[src/rtl/note_lane_sequencer.sv]
// rtl/note_lane_sequencer.sv - falling-object spawn, motion, hit judging, score and game state
// Optional SPEEDUP_EN: step divisor shrinks by 1/8 after every 8th hit, floored at SPEED_DIV/4.
module note_lane_sequencer #(
   parameter int NSLOT     = 4,
   parameter int SPEED_DIV = 500000,
   parameter int SPAWN_GAP = 60,
   parameter int ZONE_TOP  = 400,
   parameter int ZONE_BOT  = 475,
   parameter int MAX_MISS  = 3
) (
   input  logic                clk,
   input  logic                reset_n,
   input  logic                start,
   input  logic                button,
   output logic [10*NSLOT-1:0] obj_y,
   output logic [NSLOT-1:0]    obj_active,
   output logic [15:0]         score,
   output logic [3:0]          misses,
   output logic [1:0]          state,
   output logic                hit_pulse,
   output logic                miss_pulse
);

   localparam int DW = $clog2(SPEED_DIV + 1);
   localparam int SW = $clog2(SPAWN_GAP + 1);
   localparam int MW = $clog2(NSLOT + 16) + 1;

   localparam logic [DW-1:0] L_DIV     = DW'(SPEED_DIV);
   localparam logic [SW-1:0] L_GAP     = SW'(SPAWN_GAP);
   localparam logic [SW-1:0] L_GAP_M1  = SW'(SPAWN_GAP - 1);
   localparam logic [9:0]    L_ZT      = 10'(ZONE_TOP);
   localparam logic [9:0]    L_ZB      = 10'(ZONE_BOT);
   localparam logic [3:0]    L_MAXM    = 4'(MAX_MISS);

   typedef enum logic [1:0] {
      S_IDLE = 2'd0,
      S_PLAY = 2'd1,
      S_OVER = 2'd2
   } state_t;

   state_t           r_state, w_state_nxt;
   logic             r_start_q, r_button_q;
   logic [9:0]       r_y [NSLOT];
   logic [9:0]       w_y_nxt [NSLOT];
   logic [NSLOT-1:0] r_active, w_active_nxt;
   logic [15:0]      r_score, w_score_nxt;
   logic [3:0]       r_misses, w_misses_nxt;
   logic [DW-1:0]    r_step_cnt, w_step_nxt;
   logic [SW-1:0]    r_spawn_cnt, w_spawn_nxt;
   logic             r_hit_pulse, w_hit_nxt;
   logic             r_miss_pulse, w_miss_nxt;

   logic             w_press, w_go, w_step, w_spawn_due;
   logic [DW-1:0]    w_div;
   logic [NSLOT-1:0] w_zone, w_hit_sel, w_free, w_spawn_sel;
   logic [MW-1:0]    w_miss_cnt, w_miss_sum;

`ifdef SPEEDUP_EN
   localparam logic [DW-1:0] L_DIV_MIN = DW'(SPEED_DIV / 4);
   logic [DW-1:0]    r_cur_div, w_div_nxt, w_shrunk;
   assign w_div    = r_cur_div;
   assign w_shrunk = r_cur_div - (r_cur_div >> 3);
`else
   assign w_div    = L_DIV;
`endif

   assign w_press     = button & ~r_button_q;
   assign w_go        = start & ~r_start_q;
   assign w_step      = (r_state == S_PLAY) && (r_step_cnt >= w_div - DW'(1));
   assign w_spawn_due = w_step && (r_spawn_cnt >= L_GAP_M1);

   always_comb begin
      w_zone = '0;
      for (int i = 0; i < NSLOT; i++) begin
         w_zone[i] = r_active[i] && (r_y[i] >= L_ZT) && (r_y[i] <= L_ZB);
      end
   end

   // Lowest-set-bit pick; the free mask is pre-update, so a slot freed this cycle is never reused.
   assign w_hit_sel   = w_press ? (w_zone & (~w_zone + NSLOT'(1))) : '0;
   assign w_free      = ~r_active;
   assign w_spawn_sel = w_spawn_due ? (w_free & (~w_free + NSLOT'(1))) : '0;

   always_comb begin
      w_state_nxt  = r_state;
      w_y_nxt      = r_y;
      w_active_nxt = r_active;
      w_score_nxt  = r_score;
      w_misses_nxt = r_misses;
      w_step_nxt   = r_step_cnt;
      w_spawn_nxt  = r_spawn_cnt;
      w_hit_nxt    = 1'b0;
      w_miss_nxt   = 1'b0;
      w_miss_cnt   = '0;
      w_miss_sum   = '0;
`ifdef SPEEDUP_EN
      w_div_nxt    = r_cur_div;
`endif
      if (w_go) begin
         w_y_nxt      = '{default: '0};
         w_active_nxt = '0;
         w_score_nxt  = '0;
         w_misses_nxt = '0;
         w_step_nxt   = '0;
         w_spawn_nxt  = '0;
`ifdef SPEEDUP_EN
         w_div_nxt    = L_DIV;
`endif
      end else if (r_state == S_PLAY) begin
         w_step_nxt = w_step ? '0 : r_step_cnt + DW'(1);
         for (int i = 0; i < NSLOT; i++) begin
            if (w_hit_sel[i]) begin
               w_active_nxt[i] = 1'b0;
               w_y_nxt[i]      = '0;
            end else if (w_step && r_active[i]) begin
               if (r_y[i] == L_ZB) begin
                  w_active_nxt[i] = 1'b0;
                  w_y_nxt[i]      = '0;
                  w_miss_cnt      = w_miss_cnt + MW'(1);
               end else begin
                  w_y_nxt[i] = r_y[i] + 10'd1;
               end
            end else if (w_spawn_sel[i]) begin
               w_active_nxt[i] = 1'b1;
               w_y_nxt[i]      = '0;
            end
         end
         if (w_spawn_due) begin
            w_spawn_nxt = (|w_free) ? '0 : L_GAP;
         end else if (w_step) begin
            w_spawn_nxt = r_spawn_cnt + SW'(1);
         end
         if (|w_hit_sel) begin
            w_hit_nxt = 1'b1;
            if (r_score != 16'hFFFF) begin
               w_score_nxt = r_score + 16'd1;
`ifdef SPEEDUP_EN
               if (w_score_nxt[2:0] == 3'd0) begin
                  w_div_nxt = (w_shrunk < L_DIV_MIN) ? L_DIV_MIN : w_shrunk;
               end
`endif
            end
         end
         w_miss_sum = MW'(r_misses) + w_miss_cnt;
         if (w_miss_cnt != '0) begin
            w_miss_nxt   = 1'b1;
            w_misses_nxt = (w_miss_sum > MW'(15)) ? 4'hF : w_miss_sum[3:0];
         end
      end

      unique case (r_state)
         S_IDLE:  if (w_go) w_state_nxt = S_PLAY;
         S_PLAY:  if (w_go) w_state_nxt = S_PLAY;
                  else if (w_misses_nxt >= L_MAXM) w_state_nxt = S_OVER;
         S_OVER:  if (w_go) w_state_nxt = S_PLAY;
         default: w_state_nxt = S_IDLE;
      endcase
   end

   always_ff @(posedge clk or negedge reset_n) begin
      if (!reset_n) begin
         r_state      <= S_IDLE;
         r_start_q    <= 1'b0;
         r_button_q   <= 1'b0;
         r_y          <= '{default: '0};
         r_active     <= '0;
         r_score      <= '0;
         r_misses     <= '0;
         r_step_cnt   <= '0;
         r_spawn_cnt  <= '0;
         r_hit_pulse  <= 1'b0;
         r_miss_pulse <= 1'b0;
`ifdef SPEEDUP_EN
         r_cur_div    <= L_DIV;
`endif
      end else begin
         r_state      <= w_state_nxt;
         r_start_q    <= start;
         r_button_q   <= button;
         r_y          <= w_y_nxt;
         r_active     <= w_active_nxt;
         r_score      <= w_score_nxt;
         r_misses     <= w_misses_nxt;
         r_step_cnt   <= w_step_nxt;
         r_spawn_cnt  <= w_spawn_nxt;
         r_hit_pulse  <= w_hit_nxt;
         r_miss_pulse <= w_miss_nxt;
`ifdef SPEEDUP_EN
         r_cur_div    <= w_div_nxt;
`endif
      end
   end

   for (genvar g = 0; g < NSLOT; g++) begin : g_y
      assign obj_y[10*g +: 10] = r_y[g];
   end

   assign obj_active = r_active;
   assign score      = r_score;
   assign misses     = r_misses;
   assign state      = r_state;
   assign hit_pulse  = r_hit_pulse;
   assign miss_pulse = r_miss_pulse;

endmodule

[config.mk]
export PLATFORM = sky130hd
export DESIGN_NAME = note_lane_sequencer
export DESIGN_NICKNAME = d
export VERILOG_FILES = /design/src/rtl/note_lane_sequencer.sv
export SDC_FILE = /design/constraint.sdc
export NUM_CORES = 1
export LEC_CHECK = 0
export CORE_MARGIN = 5
export CORE_UTILIZATION = 50
export DETAILED_ROUTE_END_ITERATION = 12
export PLACE_DENSITY = 0.73
export SYNTH_ARGS = -nofsm -noshare
export SYNTH_HDL_FRONTEND = slang
export SYNTH_SLANG_ARGS = --single-unit
[constraint.sdc]
create_clock -name clk -period 7.95 [get_ports clk]
set_clock_uncertainty 0.1 [all_clocks]
set_input_delay 1.1925 -clock clk [delete_from_list [all_inputs] [get_ports clk]]
set_output_delay 1.1925 -clock clk [all_outputs]
set_load 0.01 [all_outputs]
==> results.md, run 1 <==
- CTS tree: built
- Final ANT Viol Nets: 0
- Post-place instance area: ~6600 um2
- Num CTS Buffers: 9
- Fin crit share: 0.846
- Finished layout cell area: between 6000 and 7000 um2
- RSZ-0062 raised after global routing: no
- Placed cells: 862
- Layout cells sized above 1: 0.0463
- Core area: between 10000 and 15000 um2
- Synth warnings: 0
- Synth area leader: dfrtp_1
- Diode count: 0
- Post-synthesis compound-gate area fraction: 0.180
- Worst R2R Start: r_step_cnt[6]
- Met2 routed WL: approximately 6700 um
- Post-synth EDFFs: 0
- Vias in the first global route: roughly 5300
- H-Tree Depth: 3
- Worst Reg-to-Reg Cells: 25
- Setup-failing EPs final: 0
- Clk sinks: 95
- Total grt overflow: 0
- # Max-Cap Violations: 0
- Die Area: 13800 um2
- Routed len/inst: approximately 16 um
- I/O pins: 72
- Register bit total from synthesis: 95
- DR vias: ~5300
- # DRC: 0
- Async SR Flop Fraction: 1.00
- Post-Synthesis Cells: roughly 670
- GP Congestion: 0.898
- Initial Util: 0.507
- R2R setup slack: 1.22 ns
- Final Hold Vio Count: 0
- Clock transition at path regs: roughly 0.060 ns
- Reg-to-reg critical path endpoint: state[0]
- Post-synth top area share: 0.413
- Synth cell count leaders: dfrtp_1 (95), nand2_1 (74), o21ai_0 (67)
- Syn Area/Cell: around 8.6 um2
- DR iter-0 viols: about 360
- Max FO, Critical Path: 18
- Leak: between 0.002 and 0.003 uW
- Hold Crit Start: r_step_cnt[18]
- WP data required: roughly 8.1 ns
- Clock Latency Late Sink: between 0.3 and 0.4 ns
- Die Y-Extent: between 100 and 150 um
- Top Metal Used: met4
- Largest family of logic cells by synthesized area: simple AND/OR/NAND/NOR gates
- Post-Synth XOR/XNOR Area: 0.0441
- Largest net degree at the start of global routing: 60
- Main area contributors after synthesis: dfrtp_1 (41%), o21ai_0 (5.8%), nand2_1 (4.8%), nor2_1 (4.2%), ha_1 (3.9%)
- Slew headroom: 0.266
- Adder-Cell Fraction of Synth Area: 0.0426
- Seq/Total Area, Yosys: 0.413
- Crit end category: flip-flop
- Total Wirelength: ~14000 um
- 1st-pass router iterations: 5
- Synth cell types: between 60 and 70
- Dominant synthesized flop cell: dfrtp_1
- Clock root buffer master: clkbuf_16
- Max-slew violations: 0
- Period minus WS final: roughly 6.7 ns
- Final core utilization: 0.606
- M1 WL: 6380 um
- Port bufs: just over 70
- Worst Hold Path EP: r_step_cnt[18]
- Setup TNS: 0 ns
- Clock Path Buffers: 2
- Routed vias/inst: 6.00
- Area Growth Syn to Fin: 19.7%
- Hold/Removal Path Class: reg -> reg
- CP Data Arrival Time: a little under 7 ns
- Metal3 WL: between 600 and 700 um
- Mux share of post-synthesis cell area: 0.0159
- DP HPWL: between 9000 and 10000 um
- Tot GR Track Use: 0.211
- Final nets: between 700 and 800
- Worst vdd ir: roughly 130 uV
- Most frequent cell after synthesis: dfrtp_1
- Post-Syn Nets: around 690
- PwrDens: 169 nW/um2
- Final cell count without fillers: roughly 880
- Gates resized, CTS repair: 0
- Cell area after synthesis: between 5000 and 6000 um2
- Rows: 39
- Slew @ Worst Pin: around 1.1 ns
- Post-cts hold buffer count: 0
- Max Freq: approximately 0.15 GHz
- Initial antenna violation count: 0
- Simple-gate area share of the yosys netlist: 0.269
- Horiz. Die Dim: roughly 120 um
- Setup bufs post-CTS: 0
- Hold Path Cell Cnt: 1
- Run status: completed
- Global-route wire length before repair: 25000 um
- Startpoint Class: flip-flop
- CP Class: reg -> reg
## state kept, by name (all words and copies together), names as in the netlist
signal / flops
score: 16
r_step_cnt: 19
misses: 4
r_spawn_cnt: 6
hit_pulse: 1
obj_active: 4
state: 2
r_start_q: 1
obj_y: 40
r_button_q: 1
miss_pulse: 1
## placed cells by master, fill, tap and decap left out, types with 5 or more instances in the layout
master	netlist	final
nand2b_1	16	16
o21ai_1	13	13
buf_4	0	6
inv_1	25	25
nand3_1	32	32
a21oi_1	23	23
o41ai_1	5	5
a31oi_1	5	5
or3_1	10	10
ha_1	18	18
and3_1	22	22
dfrtp_1	95	95
nor3_1	14	14
mux2i_1	8	8
clkdlybuf4s50_1	0	70
nor2b_1	13	12
clkbuf_16	0	9
xnor2_1	7	7
nand2_1	74	74
nor2_1	65	65
o21ai_0	67	67
o31ai_1	14	14
xor2_1	22	22
nand4_1	21	21
## critical path, stage by stage, from the launching register on
cell and delay, ns:
dfrtp_1 0.41, or4_4 0.55, a211o_1 0.29, a221oi_2 0.59, or2_1 0.61, nor2_1 0.12, ha_1 0.30, inv_1 0.03
mux2_2 0.32, nor2_1 0.13, ha_1 0.30, nand3_1 0.09, o21ai_0 0.10, ha_1 0.33, nand2_1 0.07, a21oi_1 0.11
or2_2 0.36, ha_1 0.28, a21o_1 0.16, a21oi_1 0.19, xnor2_1 0.11, or4_1 0.53, nand2_1 0.09, inv_1 0.06
a22o_1 0.19, nor3b_1 0.18
## kinds of logic after synthesis
group                    count (synthesis)
adder cells (fa/ha/maj)                 19
AND/OR/NAND/NOR                        301
buffers and inverters                   48
multiplexers                             9
AO/OA/AOI/OAI                          165
flip-flops                              95
XOR/XNOR                                29
## report_power, final
group | internal, uW | leakage, uW | switching [uW]
Clock | 283 | 0.000149 | 179
Sequential | 503 | 0.00131 | 34.0
Combinational | 61.8 | 0.00146 | 105
Total | 847 | 0.00292 | 319
## worst max path at each step
stage,endpoint,cells past startpoint,slack [ns],startpoint
2_1_floorplan,state[0],27,2.00,r_step_cnt[6]
3_3_place_gp,state[0],25,1.56,r_step_cnt[10]
3_5_place_dp,state[0],25,1.29,r_step_cnt[10]
4_1_cts,state[0],25,1.26,r_step_cnt[6]
5_1_grt,state[0],25,0.74,r_step_cnt[10]
6_report,state[0],25,1.22,r_step_cnt[6]
## per-stage QoR
stage	power (uW)	hold slack [ns]	setup slack (ns)
after CTS	1180	0.389	1.26
after floorplan	635	0.356	2.00
final	1170	0.391	1.22
after detailed placement	712	0.376	1.29
after global placement	703	0.369	1.56
after global routing	1220	0.404	0.739
## metal layers
layer	GRT usage	vias to the layer above
met3	0.0385	20
met4	0.0914	0
met1	0.275	2573
met2	0.343	125
met5	0	-
li1	-	2543
## final cells by class
cell class                 count  area [um2]
timing repair buffer          76         746
multi-input combinational    523        3180
fill                        1011        4480
sequential                    95        2380
tap                          143         179
inverter                      25        93.8
clock buffer                  12         246
clock inverter                 3        67.6
(Power assumes the default switching activity.)
==> run 2: changes to the inputs <==
--- a/config.mk
+++ b/config.mk
@@ -8,7 +8,7 @@
 export CORE_MARGIN = 5
 export CORE_UTILIZATION = 50
 export DETAILED_ROUTE_END_ITERATION = 12
-export PLACE_DENSITY = 0.73
+export PLACE_DENSITY = 0.76
 export SYNTH_ARGS = -nofsm -noshare
 export SYNTH_HDL_FRONTEND = slang
 export SYNTH_SLANG_ARGS = --single-unit
==> constraint.sdc (replaced) <==
create_clock -name clk -period 6 [get_ports clk]
set_clock_uncertainty 0.1 [all_clocks]
set_input_delay 0.9 -clock clk [delete_from_list [all_inputs] [get_ports clk]]
set_output_delay 0.9 -clock clk [all_outputs]
set_load 0.01 [all_outputs]
==> run 2 against run 1 <==
Against the previous run: first-iteration DRC count rose by 25%; largest power group unchanged; non-clock buffer count rose by 7; flip-flop and latch count did not move; combinational power rose by 38%; register-to-register slack got worse by 0.94 ns; highest routed layer unchanged; via count rose by 0.57%; sequential power rose by 32%; count of clock-buffer cells in the layout fell by 2; critical path type unchanged; maximum frequency rose by 18%.
==> results.md, run 2 (same netlist as run 1, synthesis figures left out) <==
- Met1 usage: 0.270 (-0.00470)
- Initial antenna violation count: 0 (unchanged)
- Diode count: 0 (unchanged)
- # Max-Cap Violations: 0 (unchanged)
- WP data required: 6.17 ns (-1.94 ns)
- Core area: 11400 um2 (unchanged)
- Worst Hold Path EP: obj_y[39]
- Largest net degree at the start of global routing: 49 (-18%)
- Setup-failing EPs final: 0 (unchanged)
- Worst Reg-to-Reg Cells: 25 (unchanged)
- GR Util met2: 0.328 (-0.0145)
- Vias in the first global route: 5086 (-4.0%)
- Final Hold Vio Count: 0 (unchanged)
- Largest register FFs: 40 (unchanged)
- DP HPWL: 10100 um (+1.1%)
- Most frequent cells in the layout: dfrtp_1 (94), nand2_1 (74), clkdlybuf4s50_1 (70), o21ai_0 (66), nor2_1 (65)
- Fillers: 978 (-3.3%)
- PwrDens: 220 nW/um2 (+30%)
- Crit end category: flip-flop
- Hold Path Cell Cnt: 1 (unchanged)
- Die Y-Extent: 117 um (unchanged)
- Total grt overflow: 0 (unchanged)
- Routed len/inst: 15.8 um (-0.72%)
- DR vias: 5291 (+0.57%)
- Max-slew violations: 0 (unchanged)
- # DRC: 0 (unchanged)
- Post-cts hold buffer count: 0 (unchanged)
- 1st-pass router iterations: 5 (unchanged)
- Hold/Removal Path Class: reg -> reg
- Area Growth Syn to Fin: 20.6%
- Placed cells: 865 (+0.35%)
- Worst R2R Start: r_step_cnt[6]
- Setup TNS: 0 ns (unchanged)
- Global-route wire length before repair: 24200 um (-3.3%)
- Horiz. Die Dim: 117 um (unchanged)
- Clock Latency Late Sink: 0.35 ns (about the same)
- Die Area: 13800 um2 (unchanged)
- I/O pins: 72 (unchanged)
- Gr busiest metal: met2
- Hold Crit Start: obj_y[39]
- R2R setup slack: 0.29 ns (-0.94 ns)
- Max stage delay on crit path: 0.55 ns (-0.06 ns)
- Clock transition at path regs: 0.07 ns (about the same)
- Final ANT Viol Nets: 0 (unchanged)
- CP Class: reg -> reg
- Clock root buffer master: clkbuf_16
- Layout cells sized above 1: 0.0633 (+0.0170)
- Num CTS Buffers: 9 (unchanged)
- Total Wirelength: 14000 um (+0.19%)
- Startpoint Class: flip-flop
- Final nets: 760 (+0.93%)
- Run status: completed
- Tot GR Track Use: 0.204 (-0.00698)
- CP most frequent cell: ha_1
- Period minus WS final: 5.71 ns (-1.01 ns)
- H-Tree Depth: 3 (unchanged)
- Routed vias/inst: 5.98 (-0.34%)
- DR iter-0 viols: 445 (+25%)
- Port bufs: 71 (unchanged)
- Rows: 39 (unchanged)
- Leak: 0.00295 uW (+1.2%)
- CP Data Arrival Time: 5.88 ns (-1.01 ns)
- Slew @ Worst Pin: 1.07 ns (-0.0204 ns)
- Slew headroom: 0.279 (+0.0137)
- Commonest non-fill, non-tap cell in the layout: dfrtp_1
- Max Freq: 0.175 GHz (+18%)
- Clock Path Buffers: 2 (unchanged)
- Crit-path slowest cell: or4_4
- Max FO, Critical Path: 7 (-11)
- Clk sinks: 95 (unchanged)
- RSZ-0062 raised after global routing: no
- Final cell count without fillers: 885 (+0.91%)
- Fin crit share: 0.952 (+0.106)
- CTS tree: built
- Worst vdd ir: 152 uV (+17%)
- GP Congestion: 0.906 (+0.90%)
- Reg-to-reg critical path endpoint: state[0]
- Initial Util: 0.507 (unchanged)
- Grt met3 use: 0.0361 (-0.00241)
[run 2: per-stage QoR]
step           utilization  total power, uW  hold WS, ns  instance area [um2]  setup slack (ns)
2_1_floorplan            -              841        0.356                 5760            0.0477
3_3_place_gp         0.581              938        0.377                 6600             0.222
3_5_place_dp         0.581              947        0.392                 6600           -0.0179
4_1_cts              0.608             1540        0.403                 6910             0.176
5_1_grt              0.611             1600        0.430                 6950            0.0354
6_report             0.611             1530        0.416                 6950             0.288
[run 2: where the power goes]
part           total (uW)  switching, uW  internal (uW)
registers             710           43.7            666
logic                 231            141           90.2
clock network         589            253            337
total                1530            437           1090
[run 2: worst max path at each step]
stage / to / startpoint / slack, ns
floorplan: state[0] / r_step_cnt[6] / 0.05
finish: state[0] / r_step_cnt[6] / 0.29
detailed placement: state[0] / button / -0.02
global placement: state[0] / button / 0.22
CTS: state[0] / r_step_cnt[10] / 0.18
global route: state[0] / r_step_cnt[6] / 0.04
[run 2: repair_timing]
action	4_1_cts	5_1_grt
resized for setup	0	4
setup buffers	0	4
hold endpoints to repair	0	0
endpoints found under the setup margin	0	1
[run 2: cell type report]
| type | count | area, um2 | share of cell area |
|---|---|---|---|
| Multi-Input combinational cell | 523 | 3190 | 0.459 |
| Inverter | 25 | 93.8 | 0.0135 |
| Tap cell | 143 | 179 | 0.0258 |
| Clock buffer | 10 | 239 | 0.0344 |
| Timing Repair Buffer | 83 | 798 | 0.115 |
| Sequential cell | 95 | 2380 | 0.342 |
| Clock inverter | 6 | 68.8 | 0.00990 |
[run 2: routing by layer]
metal / wire, um / vias to the layer above
met4: 337 / 0
met2: 6670 / 132
met3: 617 / 21
met1: 6400 / 2585
met5: 0 / -
li1: - / 2553
[run 2: critical path, delay by kind of cell (launching register included)]
family	cells	cell delay (ns)
multiplexers	1	0.32
AND/OR/NAND/NOR	10	2.14
flip-flops	1	0.41
XOR/XNOR	1	0.10
AO/OA/AOI/OAI	7	1.30
buffers and inverters	2	0.09
adder cells (fa/ha/maj)	4	1.16
==> run 3: changes to the inputs <==
--- a/config.mk
+++ b/config.mk
@@ -5,7 +5,6 @@
 export SDC_FILE = /design/constraint.sdc
 export NUM_CORES = 1
 export LEC_CHECK = 0
-export CORE_MARGIN = 5
 export CORE_UTILIZATION = 50
 export DETAILED_ROUTE_END_ITERATION = 12
 export PLACE_DENSITY = 0.76
==> run 3 against run 2 <==
Against the previous run: combinational power barely moved; final cell count fell by 0.23%; power fell by 3.6%; worst hold slack got worse by 0.011 ns; critical path depth did not move; non-clock buffer count rose by 1; first-iteration DRC count fell by 26%; wire length fell by 0.78%; sequential share of layout area rose by 0.15 points.
==> results.md, run 3 (same netlist as run 1, synthesis figures left out) <==
- Crit end category: flip-flop
- Post-cts hold buffer count: 0 (unchanged)
- Clock Path Buffers: 2 (unchanged)
- Fin crit share: 0.953 (+0.00122)
- Routed len/inst: 15.8 um (-0.55%)
- Final nets: 761 (+0.13%)
- Diode count: 0 (unchanged)
- Clock transition at path regs: 0.07 ns (about the same)
- Global-route wire length before repair: 23400 um (-3.2%)
- Crit-path slowest cell: or4_1
- Worst path bufs/invs: 2 (unchanged)
- Leak: 0.00294 uW (-0.21%)
- Clk sinks: 95 (unchanged)
- Rows: 38 (-2.6%)
- CP Class: reg -> reg
- Vias in the first global route: 5035 (-1.0%)
- Final core utilization: 0.627 (+0.0159)
- # Max-Cap Violations: 0 (unchanged)
- DP HPWL: 9600 um (-4.6%)
- Total grt overflow: 0 (unchanged)
- Post-place instance area: 6610 um2 (about the same)
- Final ANT Viol Nets: 0 (unchanged)
- Finished layout cell area: 6920 um2 (-0.45%)
- Clock root buffer master: clkbuf_16
- CTS tree: built
- 1st-pass router iterations: 5 (unchanged)
- I/O pins: 72 (unchanged)
- PwrDens: 213 nW/um2 (-3.1%)
- Run status: completed
- Setup-failing EPs final: 0 (unchanged)
- Hold Path Cell Cnt: 1 (unchanged)
- Core area: 11000 um2 (-3.0%)
- Commonest non-fill, non-tap cell in the layout: dfrtp_1
- # DRC: 0 (unchanged)
- Layout cells sized above 1: 0.0619 (-0.00143)
- CP Data Arrival Time: 5.90 ns (+0.02 ns)
- Met1 usage: 0.326 (+0.0557)
- Startpoint Class: flip-flop
- Largest register FFs: 40 (unchanged)
- Critical path depth: 25 (unchanged)
- Critical path's top delay family: simple AND/OR/NAND/NOR gates
- Setup Slack @ Placement: -0.0116 ns (+0.00628 ns)
- Die Area: 12000 um2 (-13%)
- GR Util met2: 0.407 (+0.0789)
- Worst hold margin: 0.405 ns (-0.0114 ns)
- Worst vdd ir: 192 uV (+26%)
- Max Freq: 0.175 GHz (-0.13%)
- Initial Util: 0.522 (+0.0156)
- Tot GR Track Use: 0.249 (+0.0456)
- CP most frequent cell: ha_1
- H-Tree Depth: 3 (unchanged)
- DR iter-0 viols: 329 (-26%)
- Num CTS Buffers: 9 (unchanged)
- Horiz. Die Dim: 109 um (-6.8%)
- Grt met3 use: 0.0439 (+0.00777)
- Hold/Removal Path Class: reg -> reg
- Routed vias/inst: 6.01 (+0.49%)
- Max stage delay on crit path: 0.55 ns (about the same)
- Worst setup margin: 0.280 ns (-0.00734 ns)
- Gr busiest metal: met2
- RSZ-0062 raised after global routing: no
- Max-slew violations: 0 (unchanged)
- Initial antenna violation count: 0 (unchanged)
- Area Growth Syn to Fin: 20.1%
- Die Y-Extent: 109 um (-6.8%)
- Clock Latency Late Sink: 0.36 ns (about the same)
- Slew @ Worst Pin: 0.927 ns (-0.147 ns)
- GP Congestion: 0.838 (-7.5%)
- Worst Reg-to-Reg Cells: 25 (unchanged)
- Period minus WS final: 5.72 ns (+0.00734 ns)
- WP data required: 6.18 ns (about the same)
- DR vias: 5305 (+0.26%)
- Slew headroom: 0.382 (+0.103)
- Final Hold Vio Count: 0 (unchanged)
- Port bufs: 71 (unchanged)
- Total Wirelength: 13900 um (-0.78%)
- Max FO, Critical Path: 7 (unchanged)
- Most frequent cells in the layout: dfrtp_1 (94), nand2_1 (74), clkdlybuf4s50_1 (70), o21ai_0 (67), nor2_1 (65)
- Largest net degree at the start of global routing: 50 (+2.0%)
## run 3: repair_timing
action                                 in CTS  in global routing
resized for setup                           0                  4
setup endpoints to repair                   0                  1
endpoints found under the hold margin       0                  0
buffers inserted                            0                  4
## run 3: layout make-up
cell class,instances,area (um2)
Clock buffer,11,233
Inverter,25,93.8
Fill cell,924,4110
Sequential cell,95,2380
Multi-Input combinational cell,523,3200
Clock inverter,5,35.0
Tap cell,140,175
Timing Repair Buffer,84,806
## run 3: worst paths after layout
kind                                start             end  slack [ns]
max                        r_step_cnt[10]        state[0]        0.28
min                        r_step_cnt[18]  r_step_cnt[18]        0.40
max reg2reg                r_step_cnt[10]        state[0]        0.28
min reg2reg                r_step_cnt[18]  r_step_cnt[18]        0.40
max in group asynchronous         reset_n        score[7]        4.29
min in group asynchronous         reset_n       obj_y[31]        0.45
## run 3: stage by stage
step	setup TNS, ns	instances	total power [uW]
floorplan	0	666	841
global placement	0	863	938
detailed placement	-0.0116	863	950
CTS	0	879	1480
global route	0	883	1540
finish	0	883	1480
## run 3: layer usage
metal / routed length [um] / up-vias / share of wire
li1: - / 2557 / -
met4: 301 / 0 / 0.022
met2: 6610 / 159 / 0.48
met1: 6330 / 2565 / 0.46
met3: 664 / 24 / 0.048
met5: 0 / - / 0
## run 3: power breakdown
group,leakage [uW],switching (uW),internal [uW]
sequential,0.00131,45.3,666
combinational,0.00151,142,89.9
clock,0.000129,251,281
